`config.mk`:
```
export PLATFORM = sky130hd
export DESIGN_NAME = serial_subtractor
export DESIGN_NICKNAME = d
export VERILOG_FILES = /design/src/rtl/serial_subtractor.sv
export SDC_FILE = /design/constraint.sdc
export NUM_CORES = 1
export LEC_CHECK = 0
export CELL_PAD_IN_SITES_DETAIL_PLACEMENT = 1
export CELL_PAD_IN_SITES_GLOBAL_PLACEMENT = 2
export CORE_ASPECT_RATIO = 0.75
export CORE_MARGIN = 8
export CORE_UTILIZATION = 28
export DETAILED_ROUTE_END_ITERATION = 10
export HOLD_SLACK_MARGIN = 0.12
export PLACE_DENSITY_LB_ADDON = 0.1
export SLEW_MARGIN = 30
export SYNTH_ARGS = -nofsm -noshare
export SYNTH_HDL_FRONTEND = slang
export SYNTH_SLANG_ARGS = --single-unit
```
`constraint.sdc`:
```
create_clock -name clk -period 1.2 [get_ports clk]
set_clock_uncertainty 0.05 [all_clocks]
set_input_delay 0.18 -clock clk [delete_from_list [all_inputs] [get_ports clk]]
set_output_delay 0.18 -clock clk [all_outputs]
set_load 0.1 [all_outputs]
```
`src/rtl/serial_subtractor.sv`:
```
// serial_subtractor: bit-serial ripple subtractor, LSB first.
// One full-subtractor cell plus a borrow flip-flop computes Diff = A - B - Bin
// over WIDTH clock cycles, with a start/busy/done handshake.
// Optional feature macro: SERIAL_SUB_OVF_EN (signed overflow flag on Ovf).
// When the macro is undefined, Ovf is tied low and no overflow logic exists.
module serial_subtractor #(
  parameter int WIDTH = 8
) (
  input  logic             clk,
  input  logic             rst,
  input  logic             start,
  input  logic [WIDTH-1:0] A,
  input  logic [WIDTH-1:0] B,
  input  logic             Bin,
  output logic             busy,
  output logic             done,
  output logic [WIDTH-1:0] Diff,
  output logic             Bout,
  output logic             Ovf
);

  localparam int CW = (WIDTH > 1) ? $clog2(WIDTH) : 1;
  localparam logic [CW-1:0] LAST_CNT = CW'(WIDTH - 1);
  localparam logic [CW-1:0] CNT_ONE  = CW'(1);

  typedef enum logic [0:0] {
    S_IDLE = 1'b0,
    S_RUN  = 1'b1
  } state_t;

  state_t           r_state;
  state_t           w_state_next;
  logic             w_accept;
  logic             w_last;
  logic             w_d;
  logic             w_borrow_next;
  logic [WIDTH-1:0] w_res_next;

  logic [WIDTH-1:0] r_a_sh;
  logic [WIDTH-1:0] r_b_sh;
  logic [WIDTH-1:0] r_res;
  logic             r_borrow;
  logic [CW-1:0]    r_cnt;
  logic             r_busy;
  logic             r_done;
  logic [WIDTH-1:0] r_diff;
  logic             r_bout;

  // Full-subtractor cell on the current LSBs of the operand shift registers.
  always_comb begin
    w_d           = r_a_sh[0] ^ r_b_sh[0] ^ r_borrow;
    w_borrow_next = (~r_a_sh[0] & r_b_sh[0]) | (~(r_a_sh[0] ^ r_b_sh[0]) & r_borrow);
    w_res_next    = {w_d, r_res[WIDTH-1:1]};
  end

  // Next-state logic: accept a request in IDLE, leave RUN after the last bit.
  always_comb begin
    w_state_next = r_state;
    w_accept     = 1'b0;
    w_last       = 1'b0;
    case (r_state)
      S_IDLE: begin
        if (start) begin
          w_state_next = S_RUN;
          w_accept     = 1'b1;
        end else begin
          w_state_next = S_IDLE;
        end
      end
      S_RUN: begin
        if (r_cnt == LAST_CNT) begin
          w_state_next = S_IDLE;
          w_last       = 1'b1;
        end else begin
          w_state_next = S_RUN;
        end
      end
      default: begin
        w_state_next = S_IDLE;
      end
    endcase
  end

  // FSM state register.
  always_ff @(posedge clk) begin
    if (rst) begin
      r_state <= S_IDLE;
    end else begin
      r_state <= w_state_next;
    end
  end

  // Datapath: operand capture, one bit per cycle, result publish on the last bit.
  always_ff @(posedge clk) begin
    if (rst) begin
      r_a_sh   <= {WIDTH{1'b0}};
      r_b_sh   <= {WIDTH{1'b0}};
      r_res    <= {WIDTH{1'b0}};
      r_borrow <= 1'b0;
      r_cnt    <= {CW{1'b0}};
      r_busy   <= 1'b0;
      r_done   <= 1'b0;
      r_diff   <= {WIDTH{1'b0}};
      r_bout   <= 1'b0;
    end else if (w_accept) begin
      r_a_sh   <= A;
      r_b_sh   <= B;
      r_res    <= {WIDTH{1'b0}};
      r_borrow <= Bin;
      r_cnt    <= {CW{1'b0}};
      r_busy   <= 1'b1;
      r_done   <= 1'b0;
    end else if (r_state == S_RUN) begin
      r_a_sh   <= {1'b0, r_a_sh[WIDTH-1:1]};
      r_b_sh   <= {1'b0, r_b_sh[WIDTH-1:1]};
      r_res    <= w_res_next;
      r_borrow <= w_borrow_next;
      r_cnt    <= r_cnt + CNT_ONE;
      if (w_last) begin
        // The final bit is folded in directly so Diff never shows a partial word.
        r_diff <= w_res_next;
        r_bout <= w_borrow_next;
        r_done <= 1'b1;
        r_busy <= 1'b0;
      end else begin
        r_done <= 1'b0;
      end
    end else begin
      r_done <= 1'b0;
    end
  end

`ifdef SERIAL_SUB_OVF_EN
  logic r_a_msb;
  logic r_b_msb;
  logic r_ovf;

  // Signed overflow: operand MSBs are kept from acceptance, flag published with Diff.
  always_ff @(posedge clk) begin
    if (rst) begin
      r_a_msb <= 1'b0;
      r_b_msb <= 1'b0;
      r_ovf   <= 1'b0;
    end else if (w_accept) begin
      r_a_msb <= A[WIDTH-1];
      r_b_msb <= B[WIDTH-1];
    end else if (w_last) begin
      r_ovf <= (r_a_msb ^ r_b_msb) & (r_a_msb ^ w_d);
    end else begin
      r_ovf <= r_ovf;
    end
  end

  assign Ovf = r_ovf;
`else
  assign Ovf = 1'b0;
`endif

  assign busy = r_busy;
  assign done = r_done;
  assign Diff = r_diff;
  assign Bout = r_bout;

endmodule

```
Yosys cells after proc, flatten, opt, wreduce, memory -nomap -nowiden --
Index checks and enable logic that the tools add are counted.
Word-level totals: register bits after elaboration 40, input port bits 20, output and inout bits 12, word-level logic and storage cells 43
Operators by class: $add $sub $neg 1, equal/unequal tests 1, multiplexer cells 16, bitwise gates (word level) 9, reduce and logical (&&, ||, !) cells 6
Operators with widths (number):
- $mux 8 | 4
- $mux 1 | 11
- $not 1->1 | 4
- $reduce_bool 2->1 | 2
- $add 3x1->3 const B | 1
- $eq 3x3->1 const B | 1
- $reduce_and 3->1 | 1
- $reduce_or 3->1 | 1
- $and 1x1->1 | 2
- $pmux 1 s2 | 1
- $reduce_and 2->1 | 1
- $reduce_or 2->1 | 1
- $xor 1x1->1 | 2
- $or 1x1->1 | 1

Longest topological paths before layout --
Gate-level depths: netlist of the first run.
depth in word-level cells 6, depth in mapped cells 5, mapped depth without buffers 4

Worst setup path before layout of the first run --
OpenSTA, ideal clock, no wires.
kind reg2reg, start register Diff[0] (netlist name), end register r_diff[0], in the netlist Diff[0], library setup time 71 ps, data arrival time 1329 ps, data required time 1079 ps, path slack -250 ps, cell stages (with the launch flop) 3, path buffers 0, period minus slack after synthesis 1450 ps, cell sequence dfxtp_1 > a21bo_2 > a21oi_1
RTL lines:
- end signal: assignment | RTL line 103 | r_diff <= {WIDTH{1'b0}};
- end signal: assignment | RTL line 121 | r_diff <= w_res_next;
- end: declaration | RTL line 46 | logic [WIDTH-1:0] r_diff;

Final worst setup path of the first run --
start register r_cnt[0], end register r_diff[6], in the netlist Diff[6]
On the way: cells in the longest elaborated chain, start to end 4
Ends and longest elaborated chain:
- start: declaration | RTL line 43 | logic [CW-1:0] r_cnt;
- start signal: assignment | RTL line 100 | r_cnt <= {CW{1'b0}};
- start signal: assignment | RTL line 110 | r_cnt <= {CW{1'b0}};
- start signal: assignment | RTL line 118 | r_cnt <= r_cnt + CNT_ONE;
- $eq 3x3->1 | RTL line 71 | if (r_cnt == LAST_CNT) begin
- $mux 1 | RTL line 71
- $mux 1 | RTL line 61 | case (r_state)
- $reduce_and 3->1 (no line)
Every way passes these cells. A chain may end at the register's enable or synchronous reset.

==> results.sh, run 1 <==
export IMPL_wirelength_mm=4.48
export IMPL_routabilityCongestion=0.752
export IMPL_pin_count_of_the_biggest_net_entering_global_routing=35
export IMPL_postPlaceCellArea_sq_um=2260
export IMPL_layout_min_cycle_time_ns=1.26
export IMPL_placement_io_buffers=30
export IMPL_place_ws_ns=-0.293
export IMPL_clk_pin_slew_worst_paths_ns=0.08
export IMPL_ys_seq_elements=39
export IMPL_synth_ff_type="sky130_fd_sc_hd__dfxtp_1"
export IMPL_report_power_total_mw=2.70
export IMPL_power_density_nw_per_um2=1100
export IMPL_area_grow_syn2layout_pct=43.5
export IMPL_failing_checks="setup timing"
export IMPL_design_portCount=32
export IMPL_grt_pass1_vias=1522
export IMPL_initialDrtViolationCount=40
export IMPL_ctsHoldBuffers=0
export IMPL_drc=0
export IMPL_num_rows=24
export IMPL_share_of_synthesized_flip_flops_with_an_asynchronous_set_or_reset_pct=0
export IMPL_cpMostUsedCell="sky130_fd_sc_hd__ha_4"
export IMPL_num_vias=1363
export IMPL_arrival_ns=1.43
export IMPL_status="complete, but fails checks"
export IMPL_htree_levels=2
export IMPL_avgViaCountPerCell=4.73
export IMPL_chain_of_cells_forming_the_critical_path="ha_4 -> ha_4 -> buf_6 -> a21bo_2 -> a21oi_2"
export IMPL_cts_tree="done"
export IMPL_layout_worst_path_cycle_share_pct=105
export IMPL_worstSkewPairLatency_ns=0.29
export IMPL_crit_path_end_kind="flop"
export IMPL_timing_hold_violations_final=0
export IMPL_start_util_pct=29.2
export IMPL_ys_top_cells_by_area="sky130_fd_sc_hd__dfxtp_1, sky130_fd_sc_hd__mux2i_1, sky130_fd_sc_hd__a21oi_1"
export IMPL_wl_per_cell_um=15.5
export IMPL_tritoncts_buffers=5
export IMPL_clock_path_buffers=2
export IMPL_clockRootBuffer="sky130_fd_sc_hd__clkbuf_8"
export IMPL_nets=232
export IMPL_slew_violations=0
export IMPL_postRouteAntennaNets=0
export IMPL_ys_warn_count=0
export IMPL_grt_setup_unrepaired="yes"
export IMPL_finalInstanceArea_sq_um=2460
export IMPL_num_antenna_cells=0
export IMPL_worst_hold_path_num_cells=4
export IMPL_synthesis_area_sq_um=1710
export IMPL_hold_class="in -> reg"
export IMPL_cp_slowest_stage_delay_ns=0.36
export IMPL_timing_critical_path_from_type="flop"
export IMPL_ys_top_cells_by_count="sky130_fd_sc_hd__dfxtp_1, sky130_fd_sc_hd__a21oi_1, sky130_fd_sc_hd__mux2i_1"
export IMPL_synth_most_common_cell="sky130_fd_sc_hd__dfxtp_1"
export IMPL_crit_required_ns=1.37
export IMPL_yosys_area_top_type="sky130_fd_sc_hd__dfxtp_1"
export IMPL_dieHeight_um=83.7
export IMPL_dp_hpwl_mm=2.98
export IMPL_maxCapViolations=0
export IMPL_cellLeakagePower_nw=0.913
export IMPL_achievable_frequency_ghz=0.793
export IMPL_cts_sinks=39
export IMPL_slowest_stage="sky130_fd_sc_hd__dfxtp_4"
export IMPL_path_max_fanout=5
export IMPL_post_synthesis_average_cell_area_sq_um=9.73
export IMPL_die_span_in_x_um=106
export IMPL_synthesis_instances=176
export IMPL_synth_seq_area_share_pct=45.6
export IMPL_die_area_sq_um=8900
export IMPL_synth_fp_nets=199
export IMPL_reg2reg_depth=5
export IMPL_share_of_final_layout_standard_cells_stronger_than_drive_strength_1_pct=32.9
export IMPL_criticalPathCategory="reg -> reg"
export IMPL_number_of_setup_violations_in_the_final_report=12
export IMPL_drt_pre_antenna_iters=3
export IMPL_global_route_overflow_total=0
export IMPL_post_synth_num_cell_types=24
export IMPL_fin_ws_ns=-0.0605
export IMPL_initial_antenna_violation_count=0
export IMPL_synth_edf_count=0
export IMPL_grt_first_pass_wirelength_mm=7.62
export IMPL_post_synth_top_area_fraction_pct=45.6
export IMPL_fp_coreArea_sq_um=5860
export IMPL_max_vdd_ir_drop_v=0.000352
export IMPL_grtUsageTotal_pct=10.8
-- kinds of logic after synthesis --
family / count (synthesis) / synth area share (%)
muxes: 17 / 9.94
and+or+nand+nor: 49 / 17.0
buffers and inverters: 20 / 5.92
DFF: 39 / 45.6
adders and majority gates: 3 / 2.63
other: 1 / 0.219
AOI/OAI and AO/OA: 47 / 18.6
-- repair_timing --
item / in CTS / in global routing
setup buffers: 4 / 0
endpoints found under the setup margin: 13 / 20
gates resized for setup: 16 / 10
pin swaps: 5 / 2
-- cell type report --
class | count | area [sq um]
sequential | 39 | 802
clock inverter | 1 | 5.00
clock buffer | 7 | 76.3
fill | 640 | 3400
timing repair buffer | 43 | 563
multi-input combinational | 117 | 901
inverter | 3 | 11.3
tap | 78 | 97.6
-- flip-flops by register name (all words and copies together) (netlist names), 3 cells and up --
name	cells
r_res	7
r_b_sh	8
r_cnt	3
r_a_sh	8
Diff	8
-- final timing paths --
check,startpoint,end,slack (ns)
min reg2reg,r_res[3]$_SDFFE_PP0P_,r_res[2]$_SDFFE_PP0P_,0.43
max,r_cnt[0]$_SDFFE_PP0P_,Diff[6]$_SDFFE_PP0P_,-0.06
min,start,r_state$_SDFF_PP0_,0.33
max reg2reg,r_cnt[0]$_SDFFE_PP0P_,Diff[6]$_SDFFE_PP0P_,-0.06
-- metrics by stage --
stage | setup TNS (ns) | hold slack [ns] | util [%] | instances
final | -0.386 | 0.327 | 41.9 | 288
after global routing | -1.02 | 0.348 | 41.9 | 288
after CTS | -0.259 | 0.430 | 41.4 | 288
after detailed placement | -6.51 | 0.415 | 38.7 | 276
after global placement | -5.00 | 0.406 | 38.7 | 276
after floorplan | -0.0119 | 0.325 | - | 176
-- per-layer routing --
layer  vias up  track usage, %  share of wire [%]  wire length (um)
li1        682               -                  -                 -
met1       655            13.1                 47              2130
met2        22            16.8                 47              2120
met3         4            3.32                3.4               151
met4         0            5.35                1.8                81
met5         -               0                  0                 0
-- power breakdown --
group / internal, mW / switching, mW / leakage (nW)
registers: 1.36 / 0.0431 / 0.326
logic: 0.210 / 0.222 / 0.545
clock network: 0.408 / 0.455 / 0.0422
-- critical path: cells and delay by family (launching register included) --
family / cells / cell delay, ns
flip-flops: 1 / 0.36
buffers and inverters: 1 / 0.13
AO/OA/AOI/OAI: 2 / 0.33
adder cells (fa/ha/maj): 2 / 0.33
-- layout by cell type, fill, tap and decap left out, drive strengths merged --
master,n
ha,2
nor3,2
fa,1
o21bai,1
nor2b,14
a21oi,22
a21bo,8
clkdlybuf4s50,18
clkbuf,7
a21o,1
mux2i,17
nand3,8
nor2,1
clkinv,1
nand2b,4
or3b,10
dlymetal6s2s,1
buf,24
dfxtp,39
a211oi,14
nand2,10
conb,1
a311oi,1
inv,3
(Power assumes the default switching activity.)
==> inputs of run 2 (changes only) <==
Settings changed: CTS_CLUSTER_DIAMETER from default to 80.
==> results of run 2 <==
Same layout as run 1: the final DEF is identical, and so are final timing and power.
==> inputs of run 3 (changes only) <==
Settings changed: CORE_MARGIN 8 to 4, CTS_CLUSTER_DIAMETER 80 to default, GPL_ROUTABILITY_DRIVEN from default to 1.
==> results.sh, run 3 (same netlist as run 1, synthesis figures left out) <==
export IMPL_postPlaceCellArea_sq_um=2270
export IMPL_num_rows=24
export IMPL_fillerInstances=642
export IMPL_arrival_ns=1.45
export IMPL_start_util_pct=29.2
export IMPL_cts_sinks=39
export IMPL_crit_path_end_kind="flop"
export IMPL_maxCapViolations=0
export IMPL_most_frequent_cells_in_the_layout="sky130_fd_sc_hd__dfxtp_1, sky130_fd_sc_hd__clkdlybuf4s50_1, sky130_fd_sc_hd__mux2i_1, sky130_fd_sc_hd__dfxtp_2"
export IMPL_avgViaCountPerCell=4.75
export IMPL_num_antenna_cells=0
export IMPL_dieHeight_um=75.7
export IMPL_routabilityCongestion=0.642
export IMPL_wirelength_mm=4.37
export IMPL_timing_critical_path_from_type="flop"
export IMPL_htree_levels=2
export IMPL_die_span_in_x_um=98.3
export IMPL_fp_coreArea_sq_um=5860
export IMPL_initial_antenna_violation_count=0
export IMPL_pin_count_of_the_biggest_net_entering_global_routing=30
export IMPL_grt_setup_unrepaired="yes"
export IMPL_grt_first_pass_wirelength_mm=7.20
export IMPL_clockRootBuffer="sky130_fd_sc_hd__clkbuf_8"
export IMPL_worst_r2r_endpoint="Diff[5]$_SDFFE_PP0P_"
export IMPL_layout_min_cycle_time_ns=1.28
export IMPL_report_power_total_mw=2.71
export IMPL_ff_to_ff_start="r_cnt[1]$_SDFFE_PP0P_"
export IMPL_nets=234
export IMPL_register_area_sq_um=803
export IMPL_num_vias=1377
export IMPL_dp_hpwl_mm=2.80
export IMPL_achievable_frequency_ghz=0.780
export IMPL_finalHoldWorstSlack_ns=0.442
export IMPL_place_ws_ns=-0.334
export IMPL_criticalPathCategory="reg -> reg"
export IMPL_path_max_fanout=6
export IMPL_layout_worst_path_cycle_share_pct=107
export IMPL_final_common_cell="sky130_fd_sc_hd__dfxtp_1"
export IMPL_status="complete, but fails checks"
export IMPL_fin_ws_ns=-0.0825
export IMPL_grt_pass1_vias=1424
export IMPL_max_vdd_ir_drop_v=0.000421
export IMPL_number_of_setup_violations_in_the_final_report=12
export IMPL_finalInstanceArea_sq_um=2570
export IMPL_critical_path_startpoint="r_cnt[1]$_SDFFE_PP0P_"
export IMPL_multi_input_comb_area_sq_um=960
export IMPL_global_route_overflow_total=0
export IMPL_min_delay_start="r_res[4]$_SDFFE_PP0P_"
export IMPL_clk_pin_slew_worst_paths_ns=0.07
export IMPL_die_area_sq_um=7440
export IMPL_crit_required_ns=1.37
export IMPL_cts_tree="done"
export IMPL_power_density_nw_per_um2=1060
export IMPL_worst_hold_path_num_cells=2
export IMPL_min_to="r_res[3]$_SDFFE_PP0P_"
export IMPL_placement_io_buffers=30
export IMPL_tritoncts_buffers=5
export IMPL_clock_path_buffers=2
export IMPL_postRouteAntennaNets=0
export IMPL_reg2reg_depth=5
export IMPL_initialDrtViolationCount=46
export IMPL_wl_per_cell_um=15.1
export IMPL_drt_pre_antenna_iters=4
export IMPL_cellLeakagePower_nw=0.939
export IMPL_failing_checks="setup timing"
export IMPL_timing_hold_violations_final=0
export IMPL_grtUsageTotal_pct=12.4
export IMPL_ff2ff_setup_slack_ns=-0.08
export IMPL_area_grow_syn2layout_pct=49.9
export IMPL_drc=0
export IMPL_slew_violations=0
export IMPL_design_portCount=32
export IMPL_share_of_final_layout_standard_cells_stronger_than_drive_strength_1_pct=38.7
export IMPL_hold_class="reg -> reg"
export IMPL_worstSkewPairLatency_ns=0.29
## run 3: layout make-up
class / count / area share [%]
inverters: 3 / 0.439
clock inverters: 1 / 0.195
repair buffers: 45 / 23.9
clock buffers: 7 / 2.97
flip-flops and latches: 39 / 31.3
well taps: 78 / 3.80
multi-input cells: 117 / 37.4
## run 3: layer usage
layer	vias to the layer above	wire length (um)	GRT usage [%]
met5	-	0	0
met4	0	59	5.00
met3	5	159	3.66
met2	21	2060	19.6
met1	665	2090	16.1
li1	686	-	-
## run 3: what timing repair did
item	4_1_cts	5_1_grt
endpoints found under the hold margin	0	0
buffers inserted	4	0
cloned	1	0
setup endpoints to repair	19	28
resized for setup	25	21
hold buffers	0	0
pin swaps	22	18
## run 3: report_power, final
group | switching [mW] | internal, mW
Clock | 0.439 | 0.408
Sequential | 0.0478 | 1.36
Combinational | 0.230 | 0.226
Total | 0.717 | 2.00
## run 3: stage by stage
| step | cells | TNS, ns | utilization (%) |
|---|---|---|---|
| after floorplan | 176 | -0.0119 | - |
| after global placement | 277 | -5.01 | 38.8 |
| after detailed placement | 277 | -7.15 | 38.8 |
| after CTS | 290 | -0.700 | 42.5 |
| after global routing | 290 | -1.07 | 43.8 |
| final | 290 | -0.562 | 43.8 |
## run 3: worst max-delay path, cell delays in order (launching register included)
cell                      delay (ns)
sky130_fd_sc_hd__dfxtp_2        0.34
sky130_fd_sc_hd__ha_4           0.16
sky130_fd_sc_hd__ha_4           0.21
sky130_fd_sc_hd__buf_8          0.15
sky130_fd_sc_hd__a21bo_2        0.19
sky130_fd_sc_hd__a21oi_2        0.11
## run 3: worst max path at each step
stage / slack (ns) / to / cells after the start
after floorplan: -0.006 / Diff[0]$_SDFFE_PP0P_ / 5
after global placement: -0.23 / r_res[7]$_SDFFE_PP0P_ / 4
after detailed placement: -0.33 / r_res[4]$_SDFFE_PP0P_ / 4
after CTS: -0.08 / Diff[4]$_SDFFE_PP0P_ / 5
after global routing: -0.11 / Diff[2]$_SDFFE_PP0P_ / 5
final: -0.08 / Diff[5]$_SDFFE_PP0P_ / 5
